**src/rtl/red_seq_pkg.sv**
```systemverilog
// Shared types and widths for the sequential RED unit.
// Optional build macro RED_SEQ_PREFETCH_EN is consumed in red_seq.sv.
package red_seq_pkg;

    localparam int unsigned DATA_W = 16;
    localparam int unsigned NIB_W  = 4;
    localparam int unsigned UP_W   = 9;
    localparam int unsigned FIN_W  = 12;

    typedef enum logic [3:0] {
        IDLE = 4'd0,
        U0   = 4'd1,
        U1   = 4'd2,
        L0   = 4'd3,
        L1   = 4'd4,
        F0   = 4'd5,
        F1   = 4'd6,
        F2   = 4'd7,
        DONE = 4'd8
    } state_e;

endpackage

```
**src/rtl/red_seq_if.sv**
```systemverilog
// Valid/ready operand and result channel of the sequential RED unit.
interface red_seq_if;
    import red_seq_pkg::*;

    logic              in_valid;
    logic              in_ready;
    logic [DATA_W-1:0] A;
    logic [DATA_W-1:0] B;
    logic              out_valid;
    logic              out_ready;
    logic [DATA_W-1:0] Out;

    modport master (
        output in_valid, A, B, out_ready,
        input  in_ready, out_valid, Out
    );

    modport slave (
        input  in_valid, A, B, out_ready,
        output in_ready, out_valid, Out
    );

endinterface

```
**src/rtl/cla_4bit.sv**
```systemverilog
// 4-bit carry-lookahead adder with optional subtract and unsigned saturation.
module cla_4bit (
    input  logic [3:0] a,
    input  logic [3:0] b,
    input  logic       cin,
    input  logic       sub,
    input  logic       sat,
    output logic [3:0] sum,
    output logic       cout
);

    logic [3:0] b_eff;
    logic [3:0] g;
    logic [3:0] p;
    logic [4:0] c;

    always_comb begin
        b_eff = b ^ {4{sub}};
        g     = a & b_eff;
        p     = a ^ b_eff;
        c[0]  = cin | sub;
        c[1]  = g[0] | (p[0] & c[0]);
        c[2]  = g[1] | (p[1] & g[0]) | (p[1] & p[0] & c[0]);
        c[3]  = g[2] | (p[2] & g[1]) | (p[2] & p[1] & g[0]) | (p[2] & p[1] & p[0] & c[0]);
        c[4]  = g[3] | (p[3] & g[2]) | (p[3] & p[2] & g[1]) | (p[3] & p[2] & p[1] & g[0])
              | (p[3] & p[2] & p[1] & p[0] & c[0]);
        cout  = c[4];
        sum   = p ^ c[3:0];
        // Add overflows on carry-out, subtract underflows on missing carry-out.
        if (sat && (sub ? !c[4] : c[4])) begin
            sum = sub ? 4'h0 : 4'hF;
        end
    end

endmodule

```
**src/rtl/red_seq.sv**
```systemverilog
// Multi-cycle RED unit: one shared cla_4bit stepped over seven nibble slices.
// Build macro RED_SEQ_PREFETCH_EN adds a one-entry operand buffer that accepts in any state.
module red_seq
    import red_seq_pkg::*;
#(
    parameter bit BACKPRESSURE = 1'b1
) (
    input  logic     clk,
    input  logic     rst,
    red_seq_if.slave bus
);

    state_e             state_q, state_d;
    logic               pend_valid_q, pend_valid_d;
    logic [DATA_W-1:0]  pend_a_q, pend_a_d, pend_b_q, pend_b_d;
    logic [DATA_W-1:0]  a_q, a_d, b_q, b_d;
    logic [UP_W-1:0]    up9_q, up9_d, lo9_q, lo9_d;
    logic [FIN_W-1:0]   f12_q, f12_d;
    logic               carry_q, carry_d;

    logic [FIN_W-1:0]   up12, lo12;
    logic [NIB_W-1:0]   nib_a, nib_b, sum;
    logic               cout;
    logic               accept, retire, take;

    // The pending register doubles as the accept-cycle latch when prefetch is off,
    // which is what puts U0 one cycle after the accepting edge.
`ifdef RED_SEQ_PREFETCH_EN
    assign bus.in_ready = !pend_valid_q;
`else
    assign bus.in_ready = (state_q == IDLE) && !pend_valid_q;
`endif

    assign accept        = bus.in_valid && bus.in_ready;
    assign retire        = (state_q == DONE) && (BACKPRESSURE ? bus.out_ready : 1'b1);
    assign take          = pend_valid_q && ((state_q == IDLE) || retire);
    assign bus.out_valid = (state_q == DONE);
    assign bus.Out       = {{(DATA_W - FIN_W){f12_q[FIN_W-1]}}, f12_q};

    assign up12 = {{(FIN_W - UP_W){up9_q[UP_W-1]}}, up9_q};
    assign lo12 = {{(FIN_W - UP_W){lo9_q[UP_W-1]}}, lo9_q};

    always_comb begin
        nib_a = '0;
        nib_b = '0;
        unique case (state_q)
            U0:      begin nib_a = a_q[11:8];   nib_b = b_q[11:8];   end
            U1:      begin nib_a = a_q[15:12];  nib_b = b_q[15:12];  end
            L0:      begin nib_a = a_q[3:0];    nib_b = b_q[3:0];    end
            L1:      begin nib_a = a_q[7:4];    nib_b = b_q[7:4];    end
            F0:      begin nib_a = up12[3:0];   nib_b = lo12[3:0];   end
            F1:      begin nib_a = up12[7:4];   nib_b = lo12[7:4];   end
            F2:      begin nib_a = up12[11:8];  nib_b = lo12[11:8];  end
            default: ;
        endcase
    end

    cla_4bit u_cla (
        .a    (nib_a),
        .b    (nib_b),
        .cin  (carry_q),
        .sub  (1'b0),
        .sat  (1'b0),
        .sum  (sum),
        .cout (cout)
    );

    always_comb begin
        state_d = state_q;
        unique case (state_q)
            IDLE:    if (pend_valid_q) state_d = U0;
            U0:      state_d = U1;
            U1:      state_d = L0;
            L0:      state_d = L1;
            L1:      state_d = F0;
            F0:      state_d = F1;
            F1:      state_d = F2;
            F2:      state_d = DONE;
            DONE:    if (retire) state_d = pend_valid_q ? U0 : IDLE;
            default: state_d = IDLE;
        endcase
    end

    always_comb begin
        pend_valid_d = accept || (pend_valid_q && !take);
        pend_a_d     = accept ? bus.A : pend_a_q;
        pend_b_d     = accept ? bus.B : pend_b_q;
        a_d          = take ? pend_a_q : a_q;
        b_d          = take ? pend_b_q : b_q;
        carry_d      = ((state_d == U0) || (state_d == L0) || (state_d == F0)) ? 1'b0 : cout;
        up9_d        = up9_q;
        lo9_d        = lo9_q;
        f12_d        = f12_q;
        unique case (state_q)
            U0:      up9_d[3:0]  = sum;
            U1:      up9_d[8:4]  = {cout, sum};
            L0:      lo9_d[3:0]  = sum;
            L1:      lo9_d[8:4]  = {cout, sum};
            F0:      f12_d[3:0]  = sum;
            F1:      f12_d[7:4]  = sum;
            F2:      f12_d[11:8] = sum;
            default: ;
        endcase
    end

    always_ff @(posedge clk) begin
        if (rst) begin
            state_q      <= IDLE;
            pend_valid_q <= 1'b0;
            pend_a_q     <= '0;
            pend_b_q     <= '0;
            a_q          <= '0;
            b_q          <= '0;
            up9_q        <= '0;
            lo9_q        <= '0;
            f12_q        <= '0;
            carry_q      <= 1'b0;
        end else begin
            state_q      <= state_d;
            pend_valid_q <= pend_valid_d;
            pend_a_q     <= pend_a_d;
            pend_b_q     <= pend_b_d;
            a_q          <= a_d;
            b_q          <= b_d;
            up9_q        <= up9_d;
            lo9_q        <= lo9_d;
            f12_q        <= f12_d;
            carry_q      <= carry_d;
        end
    end

endmodule

```
**src/flat_wrapper.sv**
```systemverilog
// flat-port wrapper written by rule: the top's interface ports become plain ports
module red_seq_flat import red_seq_pkg::*;
#(
    parameter bit BACKPRESSURE = 1'b1
)
  (clk, rst, bus_in_valid, bus_A, bus_B, bus_out_ready, bus_in_ready, bus_out_valid, bus_Out);
  red_seq_if bus_i ();
  input  logic clk;
  input  logic rst;
  input wire logic [$bits(bus_i.in_valid)-1:0] bus_in_valid;
  input wire logic [$bits(bus_i.A)-1:0] bus_A;
  input wire logic [$bits(bus_i.B)-1:0] bus_B;
  input wire logic [$bits(bus_i.out_ready)-1:0] bus_out_ready;
  output wire logic [$bits(bus_i.in_ready)-1:0] bus_in_ready;
  output wire logic [$bits(bus_i.out_valid)-1:0] bus_out_valid;
  output wire logic [$bits(bus_i.Out)-1:0] bus_Out;
  assign bus_i.in_valid = bus_in_valid;
  assign bus_i.A = bus_A;
  assign bus_i.B = bus_B;
  assign bus_i.out_ready = bus_out_ready;
  assign bus_in_ready = bus_i.in_ready;
  assign bus_out_valid = bus_i.out_valid;
  assign bus_Out = bus_i.Out;
  red_seq #(.BACKPRESSURE(BACKPRESSURE)) u_core (.clk(clk), .rst(rst), .bus(bus_i));
endmodule
```
**config.mk**
```make
export PLATFORM = sky130hd
export DESIGN_NAME = red_seq_flat
export DESIGN_NICKNAME = d
export VERILOG_FILES = /design/src/rtl/red_seq_pkg.sv /design/src/rtl/red_seq_if.sv /design/src/rtl/cla_4bit.sv /design/src/rtl/red_seq.sv /design/src/flat_wrapper.sv
export SDC_FILE = /design/constraint.sdc
export NUM_CORES = 1
export LEC_CHECK = 0
export CAP_MARGIN = 15
export CELL_PAD_IN_SITES_DETAIL_PLACEMENT = 2
export CELL_PAD_IN_SITES_GLOBAL_PLACEMENT = 2
export CORE_ASPECT_RATIO = 0.75
export CORE_UTILIZATION = 30
export DETAILED_ROUTE_END_ITERATION = 10
export HOLD_SLACK_MARGIN = 0.15
export PLACE_DENSITY_LB_ADDON = 0.05
export SYNTH_ARGS = -nofsm -noshare
export SYNTH_HDL_FRONTEND = slang
export SYNTH_SLANG_ARGS = --single-unit
```
**constraint.sdc**
```tcl
create_clock -name clk -period 2.74 [get_ports clk]
set_input_delay 0.411 -clock clk [delete_from_list [all_inputs] [get_ports clk]]
set_output_delay 0.411 -clock clk [all_outputs]
set_load 0.01 [all_outputs]
```
==> results.json, run 1 <==
{
  "post-route-cell-area_um2": 5650,
  "die_y_um": 106,
  "tightestPinTransition_ns": 0.592,
  "clkSlewWorstSetupHoldPaths_ns": 0.07,
  "status": "finished clean",
  "cap_viol_max_count": 0,
  "report.final.slew_viol_count": 0,
  "finalCritPeriodShare": 0.976,
  "placedCellCount": 777,
  "route.detailed.wl_per_inst_um": 18.2,
  "postSynthRegisterBits": 100,
  "grt_max_degree": 101,
  "whs_ns": 0.456,
  "overflow": 0,
  "fin_total_pwr_mw": 3.65,
  "max_freq_mhz": 374,
  "finalNetCount": 642,
  "holdBufCountCts": 0,
  "drive_gt1_frac": 0.134,
  "power.density_cell_area_nw_per_um2": 647,
  "finalNonFillerCells": 800,
  "synth.cell_area_um2": 4360,
  "critical_path_class": "reg -> reg",
  "worst_ep_arrival_time_ns": 2.89,
  "design.die.area_um2": 15000,
  "detailedRoute.firstIterationViolations": 148,
  "grt_pass1_vias": 4239,
  "core_area_um2": 13900,
  "ctsRootBufferMaster": "clkbuf_16",
  "library_cell_occupying_the_most_area_in_the_post_synthesis_netlist": "dfxtp_1",
  "design.portCount": 54,
  "cts_htree_levels": 3,
  "period_needed_ns": 2.67,
  "fin_worst_skew_ns": 0.00724,
  "most-common-layout-cells": "nand2_1 (160), dfxtp_1 (96), a21oi_1 (89)",
  "gp_congestion": 0.823,
  "synth_warnings": 0,
  "antenna_found_initial": 0,
  "synth.avg_cell_area_um2": 8.14,
  "crit_path_start_kind": "flip-flop",
  "ir_worst_vdd_v": 0.000373,
  "prevailing_post_synth_register_cell": "dfxtp_1",
  "netlist.area_leader.share": 0.459,
  "critPathCaptureType": "flip-flop",
  "tritoncts": "done",
  "track_usage": 0.203,
  "slowest_delay_ns": 0.49,
  "critPathMaxFanout": 9,
  "initial_core_utilization": 0.313,
  "detail_route.first_pass.iterations": 4,
  "async_flop_share": 0,
  "grt_setup_unrepaired": "yes",
  "syn_nets": 577,
  "placementRows": 37,
  "grt_first_pass_wirelength_um": 23100,
  "antennaDiodeCount": 0,
  "num_vias": 4057,
  "leak_nw": 1.96,
  "synth-edff-count": 0,
  "tritoncts.num_buffers": 9,
  "post_dp_cell_area_um2": 5210,
  "crit_chain": "buf_6 -> and3b_2 -> a222oi_1 -> o21ai_1 -> ha_1 -> or2_1 -> a311o_2 -> nand4_1 -> a21oi_1",
  "cts.sink_count": 100,
  "cts_buffer_depth": 2,
  "crit_required_ns": 2.95,
  "die_x_um": 141,
  "synthesized_instance_count": 536,
  "synth.distinct_cells": 53,
  "vias_per_cell": 5.07,
  "setup_viol": 0,
  "synth_seq_area_share": 0.459,
  "remaining_drc_errors": 0,
  "mostFrequentLayoutCell": "nand2_1",
  "syn_to_final_growth_pct": 29.4,
  "timing.hold.worst.class": "reg -> reg",
  "antenna_left": 0,
  "worst_skew_pair.late_latency_ns": 0.35,
  "drt-total-wl_um": 14600,
  "timing.final.hold_violations": 0,
  "worst_path_cell_with_the_longest_stage_delay": "a311o_2",
  "buffer_ports.inserted": 53,
  "max_slew_margin": 0.603,
  "post_synth_main_area_contributors": "dfxtp_1 (46%), nand2_1 (14%), a21oi_1 (10%)",
  "place.detailed.hpwl_um": 10600
}
per-stage QoR:
stage	util	setup slack, ns	setup TNS, ns
after floorplan	-	0.134	0
after global placement	0.374	0.0351	0
final	0.405	0.0656	0
after CTS	0.398	0.0270	0
after detailed placement	0.374	-0.112	-0.624
after global routing	0.405	-0.0425	-0.250
worst max-delay path: cells and delay by family, from the launching register on:
family	cells	cell delay (ns)
AO/OA/AOI/OAI	4	1.07
adder cells (fa/ha/maj)	1	0.33
buffers and inverters	1	0.14
flip-flops	1	0.38
AND/OR/NAND/NOR	3	0.61
path summary, 6_finish.rpt:
kind / from / end / slack, ns / cells after the start
max: u_core.state_q[0]$_SDFF_PP0_ / u_core.up9_q[7]$_SDFFE_PP0N_ / 0.07 / 9
min: u_core.pend_b_q[6]$_SDFFE_PP0P_ / u_core.b_q[6]$_SDFFE_PP0P_ / 0.46 / 2
max reg2reg: u_core.state_q[0]$_SDFF_PP0_ / u_core.up9_q[7]$_SDFFE_PP0N_ / 0.07 / 9
min reg2reg: u_core.pend_b_q[6]$_SDFFE_PP0P_ / u_core.b_q[6]$_SDFFE_PP0P_ / 0.46 / 2
cell type report:
| class | count | area, um2 |
|---|---|---|
| fill | 1552 | 8290 |
| inverter | 2 | 7.51 |
| clock inverter | 5 | 85.1 |
| tap | 195 | 244 |
| sequential | 100 | 2010 |
| multi-input combinational | 396 | 2180 |
| timing repair buffer | 92 | 880 |
| clock buffer | 10 | 239 |
flip-flops by register name, indices dropped and copies added, names as in the netlist, 4 cells and up:
signal / count
u_core.up9_q: 9
u_core.lo9_q: 9
u_core.a_q: 16
u_core.state_q: 4
u_core.pend_a_q: 16
u_core.b_q: 16
u_core.pend_b_q: 16
u_core.f12_q: 12
power breakdown:
| group | internal, mW | switching, mW | total (mW) |
|---|---|---|---|
| Sequential | 1.54 | 0.0693 | 1.61 |
| Clock | 0.826 | 0.578 | 1.40 |
| Combinational | 0.254 | 0.382 | 0.635 |
| Total | 2.62 | 1.03 | 3.65 |
synth_stat cells (3+ instances only):
cell      number
mux2i_1       12
clkbuf_1      12
nor3_4         3
a21oi_1       90
nand2_1      160
o221ai_1       3
nor2_1        21
ha_1           4
o21ai_1        4
a211o_1        3
nor3_1         3
nand4_1        7
nand2b_1       8
buf_4         10
mux2_1         3
nand3_1       10
a211oi_1      12
buf_2         14
nor2_2         3
mux2_2         4
o21ai_0        5
and3_1         3
a22oi_1        3
dfxtp_1      100
layer usage:
layer,global-route usage,part of all wire
met5,0,0
met4,0.0528,0.0096
met3,0.0338,0.022
met2,0.338,0.48
met1,0.271,0.49
what timing repair did:
| action | 4_1_cts | 5_1_grt |
|---|---|---|
| buffers inserted | 0 | 8 |
| pin swaps | 2 | 13 |
| endpoints found under the hold margin | 0 | 0 |
| resized for setup | 4 | 14 |
| setup endpoints to repair | 7 | 11 |
kinds of logic (layout without fill, tap and decap cells):
logic type / Yosys count / after routing / synth area share
multiplexers: 19 / 19 / 0.0456
adder cells (fa/ha/maj): 5 / 5 / 0.0161
buffers and inverters: 40 / 109 / 0.0487
XOR/XNOR: 2 / 2 / 0.00401
AND/OR/NAND/NOR: 237 / 237 / 0.249
AO/OA/AOI/OAI: 133 / 133 / 0.177
flip-flops: 100 / 100 / 0.459
(Power assumes the default switching activity.)
==> run 2, diff against run 1 <==
SETUP_SLACK_MARGIN = 0.1   (was not set)
==> results.json, run 2 (synthesis gave the netlist of run 1 again) <==
{
  "remaining_drc_errors": 0,
  "sequential_group_share_of_total_power": 0.443,
  "utilization": 0.407,
  "critPathCapture": "u_core.f12_q[11]$_SDFFE_PP0N_",
  "status": "finished clean",
  "worst_skew_pair.late_latency_ns": 0.35,
  "gp_congestion": 0.823,
  "intPower_mw": 2.62,
  "post_dp_cell_area_um2": 5210,
  "fin_worst_skew_ns": 0.00790,
  "cts.sink_count": 100,
  "buffer_ports.inserted": 53,
  "tritoncts.num_buffers": 9,
  "die_y_um": 106,
  "sw_frac_of_total": 0.281,
  "placementRows": 37,
  "drt-total-wl_um": 14500,
  "mostFrequentLayoutCell": "nand2_1",
  "cts_htree_levels": 3,
  "leak_nw": 1.96,
  "tritoncts": "done",
  "initial_core_utilization": 0.313,
  "core_area_um2": 13900,
  "grt_first_pass_wirelength_um": 23300,
  "cts_buffer_depth": 2,
  "setup_viol": 0,
  "antenna_left": 0,
  "detail_route.first_pass.iterations": 4,
  "finalNetCount": 640,
  "grt_setup_unrepaired": "yes",
  "grt_pass1_vias": 4270,
  "finalNonFillerCells": 798,
  "power.density_cell_area_nw_per_um2": 642,
  "antennaDiodeCount": 0,
  "period_needed_ns": 2.65,
  "timing.rr.end": "u_core.f12_q[11]$_SDFFE_PP0N_",
  "cap_viol_max_count": 0,
  "holdBufCountCts": 0,
  "max_slew_margin": 0.591,
  "worst_ep_arrival_time_ns": 2.86,
  "timing.hold.worst.class": "reg -> reg",
  "whs_ns": 0.456,
  "worst-r2r-cell-count": 9,
  "clkSlewWorstSetupHoldPaths_ns": 0.07,
  "overflow": 0,
  "comb_power_share": 0.173,
  "finalCritPeriodShare": 0.968,
  "placedCellCount": 777,
  "syn_to_final_growth_pct": 29.9,
  "area.sequential_um2": 2010,
  "tightestPinTransition_ns": 0.610,
  "reg2reg_from": "u_core.state_q[0]$_SDFF_PP0_",
  "fin_total_pwr_mw": 3.64,
  "critPathMaxFanout": 7,
  "critical_path_class": "reg -> reg",
  "power_switching_mw": 1.02,
  "vias_per_cell": 5.06,
  "design.die.area_um2": 15000,
  "power_frac_clock": 0.384,
  "route.detailed.wl_per_inst_um": 18.1,
  "reg2reg_slack_ns": 0.09,
  "ctsRootBufferMaster": "clkbuf_16",
  "place.detailed.hpwl_um": 10600,
  "grt_max_degree": 101,
  "post-route-cell-area_um2": 5670,
  "die_x_um": 141,
  "crit_required_ns": 2.95,
  "worst_setup_path_startpoint": "u_core.state_q[0]$_SDFF_PP0_",
  "track_usage": 0.204,
  "antenna_found_initial": 0,
  "drive_gt1_frac": 0.143,
  "crit_path_start_kind": "flip-flop",
  "most-common-layout-cells": "nand2_1 (160), dfxtp_1 (96), a21oi_1 (89)",
  "report.final.slew_viol_count": 0,
  "critPathCaptureType": "flip-flop",
  "n_fill_cell": 1556,
  "timing.final.hold_violations": 0,
  "num_vias": 4041,
  "max_freq_mhz": 377,
  "detailedRoute.firstIterationViolations": 170,
  "design.portCount": 54,
  "multi_input_area_um2": 2220,
  "ir_worst_vdd_v": 0.000372
}
[run 2: what timing repair did]
item                                    4_1_cts  5_1_grt
endpoints found under the setup margin       17       22
setup buffers                                 6        0
pin swaps                                    12        8
resized for setup                            12       11
[run 2: worst max-delay path, stage by stage, from the launching register on]
cell	delay (ns)
dfxtp_4	0.38
nor2b_4	0.14
a22o_1	0.21
a222oi_1	0.41
o21ai_1	0.13
ha_1	0.31
or2_4	0.27
a311o_2	0.48
nand4_1	0.12
a21oi_1	0.06
[run 2: cell type report]
cell class / instances / area share
clock buffers: 10 / 0.0421
repair buffers: 90 / 0.151
flip-flops and latches: 100 / 0.355
clock inverters: 5 / 0.0150
multi-input cells: 396 / 0.392
inverters: 2 / 0.00132
well taps: 195 / 0.0430
[run 2: metrics by stage]
| step | TNS, ns | setup WS [ns] |
|---|---|---|
| floorplan | 0 | 0.134 |
| global placement | 0 | 0.0351 |
| detailed placement | -0.624 | -0.112 |
| CTS | 0 | 0.102 |
| global route | -0.334 | -0.0563 |
| finish | 0 | 0.0871 |
[run 2: per-layer routing]
layer / share of wire / GRT usage / vias to the layer above
met5: 0 / 0 / -
met4: 0.011 / 0.0528 / 0
met3: 0.019 / 0.0338 / 12
met2: 0.48 / 0.341 / 44
met1: 0.49 / 0.273 / 2023
li1: - / - / 1962
[run 2: power by group through the flow]
stage | sequential [mW] | combinational (mW) | clock (mW)
finish | 1.61 | 0.631 | 1.40
global route | 1.62 | 0.703 | 1.50
CTS | 1.61 | 0.639 | 1.44
detailed placement | 1.64 | 0.614 | 0
global placement | 1.64 | 0.594 | 0
floorplan | 1.61 | 0.392 | 0
[run 2: worst min path at each step]
| stage | start | end | slack (ns) | depth (start not counted) |
|---|---|---|---|---|
| after global placement | u_core.f12_q[10]$_SDFFE_PP0N_ | u_core.f12_q[10]$_SDFFE_PP0N_ | 0.44 | 2 |
| final | u_core.pend_b_q[6]$_SDFFE_PP0P_ | u_core.b_q[6]$_SDFFE_PP0P_ | 0.46 | 2 |
| after CTS | u_core.pend_b_q[9]$_SDFFE_PP0P_ | u_core.pend_b_q[9]$_SDFFE_PP0P_ | 0.46 | 2 |
| after global routing | u_core.pend_b_q[14]$_SDFFE_PP0P_ | u_core.b_q[14]$_SDFFE_PP0P_ | 0.48 | 2 |
| after detailed placement | u_core.pend_b_q[9]$_SDFFE_PP0P_ | u_core.pend_b_q[9]$_SDFFE_PP0P_ | 0.45 | 2 |
| after floorplan | u_core.pend_a_q[5]$_SDFFE_PP0P_ | u_core.a_q[5]$_SDFFE_PP0P_ | 0.43 | 2 |
==> run 3, diff against run 2 <==
clock period = 2.3 ns   (was 2.74 ns; I/O delays follow)
==> results.json, run 3 (synthesis gave the netlist of run 1 again) <==
{
  "cts_buffer_depth": 2,
  "drive_gt1_frac": 0.205,
  "grt_pass1_vias": 4407,
  "remaining_drc_errors": 0,
  "failing_checks": "negative setup slack",
  "clkSlewWorstSetupHoldPaths_ns": 0.07,
  "critPathMaxFanout": 8,
  "top_usage_layer": "met2",
  "tritoncts.num_buffers": 9,
  "antennaDiodeCount": 0,
  "drt-total-wl_um": 15000,
  "tightestPinTransition_ns": 0.540,
  "timing.final.hold_violations": 0,
  "initial_core_utilization": 0.313,
  "gp_congestion": 0.828,
  "mostFrequentLayoutCell": "nand2_1",
  "period_needed_ns": 2.53,
  "crit_required_ns": 2.52,
  "worst_ep_arrival_time_ns": 2.75,
  "place.detailed.hpwl_um": 10600,
  "finalCritPeriodShare": 1.10,
  "fin_worst_skew_ns": 0.00673,
  "sequential_group_share_of_total_power": 0.440,
  "grtUsageMet3": 0.0351,
  "holdBufCountCts": 0,
  "cts_htree_levels": 3,
  "tritoncts": "done",
  "power.density_cell_area_nw_per_um2": 732,
  "syn_to_final_growth_pct": 36.8,
  "grt_use_met2": 0.361,
  "vias_per_cell": 5.03,
  "critical_path_class": "reg -> reg",
  "route.detailed.wl_per_inst_um": 18.4,
  "finalNetCount": 660,
  "whs_ns": 0.453,
  "power_frac_clock": 0.376,
  "die_x_um": 141,
  "detail_route.first_pass.iterations": 4,
  "most-common-layout-cells": "nand2_1 (159), dfxtp_1 (96), a21oi_1 (88)",
  "overflow": 0,
  "antenna_found_initial": 0,
  "critPathCaptureType": "flip-flop",
  "core_area_um2": 13900,
  "track_usage": 0.210,
  "intPower_mw": 3.13,
  "power_switching_mw": 1.24,
  "comb_power_share": 0.184,
  "cts.sink_count": 100,
  "grt_max_degree": 101,
  "use_met1": 0.274,
  "antenna_left": 0,
  "setup_viol": 23,
  "cap_viol_max_count": 0,
  "status": "finished with violations",
  "buffer_ports.inserted": 53,
  "placementRows": 37,
  "post-route-worst-setup-slack_ns": -0.232,
  "timing.hold.worst.class": "reg -> reg",
  "num_vias": 4117,
  "worst_skew_pair.late_latency_ns": 0.35,
  "detailedRoute.firstIterationViolations": 157,
  "sw_frac_of_total": 0.284,
  "ctsRootBufferMaster": "clkbuf_16",
  "grt_setup_unrepaired": "yes",
  "ir_worst_vdd_v": 0.000346,
  "max_freq_mhz": 395,
  "max_slew_margin": 0.638,
  "crit_path_start_kind": "flip-flop",
  "setup_tns_ns": -3.09,
  "report.final.slew_viol_count": 0,
  "design.portCount": 54,
  "leak_nw": 2.08,
  "grt_first_pass_wirelength_um": 24000,
  "die_y_um": 106,
  "n_fill_cell": 1517,
  "design.die.area_um2": 15000
}
==> run 3: changes by cell type in the layout (fill, tap and decap cells not counted), moves of 2 or more <==
cell / before / now
nand3_2: 0 / 6
buf_12: 4 / 2
clkdlybuf4s50_1: 52 / 50
ha_1: 3 / 1
ha_4: 1 / 3
nand3_1: 10 / 4
buf_6: 1 / 7
buf_4: 32 / 48
nor2_2: 3 / 5
nor2_1: 21 / 18
dlygate4sd2_1: 0 / 2
==> run 3: through the flow <==
step / cells / total power [mW] / utilization / instance area, um2 / worst slack [ns]
floorplan: 536 / 2.41 / - / 4420 / -0.108
global placement: 796 / 2.70 / 0.385 / 5360 / -0.276
detailed placement: 796 / 2.73 / 0.385 / 5360 / -0.355
CTS: 815 / 4.41 / 0.419 / 5830 / -0.236
global route: 818 / 4.58 / 0.428 / 5970 / -0.340
finish: 818 / 4.37 / 0.428 / 5970 / -0.232
==> run 3: final timing paths <==
| check | cells after the start | to | startpoint | slack, ns |
|---|---|---|---|---|
| worst max register to register | 9 | u_core.f12_q[11]$_SDFFE_PP0N_ | u_core.state_q[1]$_SDFF_PP0_ | -0.23 |
| worst min register to register | 2 | u_core.b_q[0]$_SDFFE_PP0P_ | u_core.pend_b_q[0]$_SDFFE_PP0P_ | 0.45 |
| worst max-delay path | 9 | u_core.f12_q[11]$_SDFFE_PP0N_ | u_core.state_q[1]$_SDFF_PP0_ | -0.23 |
| worst min-delay path | 2 | u_core.b_q[0]$_SDFFE_PP0P_ | u_core.pend_b_q[0]$_SDFFE_PP0P_ | 0.45 |
==> run 3: area by class of cell <==
cell class                 instances  area [um2]  share of cell area
clock buffer                      10         229              0.0384
clock inverter                     5        85.1              0.0143
inverter                           2        7.51             0.00126
multi-input combinational        396        2380               0.399
sequential                       100        2020               0.338
tap                              195         244              0.0409
timing repair buffer             110        1000               0.168
==> run 3: metal layers <==
metal,share of wire,routed length [um],vias to the layer above
li1,-,-,2004
met3,0.033,495,12
met4,0.0093,140,0
met2,0.49,7330,50
met1,0.47,7050,2051
met5,0,0,-
==> run 3: what timing repair did <==
item                       4_1_cts  5_1_grt
pin swaps                        8        9
buffers inserted                 4        4
resized for setup               32       23
setup endpoints to repair       33       31
==> run 3: power by group through the flow <==
stage | Clock [mW] | Combinational, mW | Sequential [mW]
6_report | 1.64 | 0.803 | 1.92
5_1_grt | 1.76 | 0.894 | 1.93
4_1_cts | 1.70 | 0.788 | 1.92
3_5_place_dp | 0 | 0.761 | 1.96
3_3_place_gp | 0 | 0.741 | 1.96
2_1_floorplan | 0 | 0.482 | 1.93
==> run 3: critical path: stages (launching register included) <==
cell and delay [ns]:
dfxtp_4 0.40, nor2b_2 0.19, a22o_1 0.19, a222oi_1 0.30
o21ai_1 0.19, ha_4 0.28, or2_4 0.23, a311o_2 0.41
nand4_1 0.14, a21oi_2 0.06
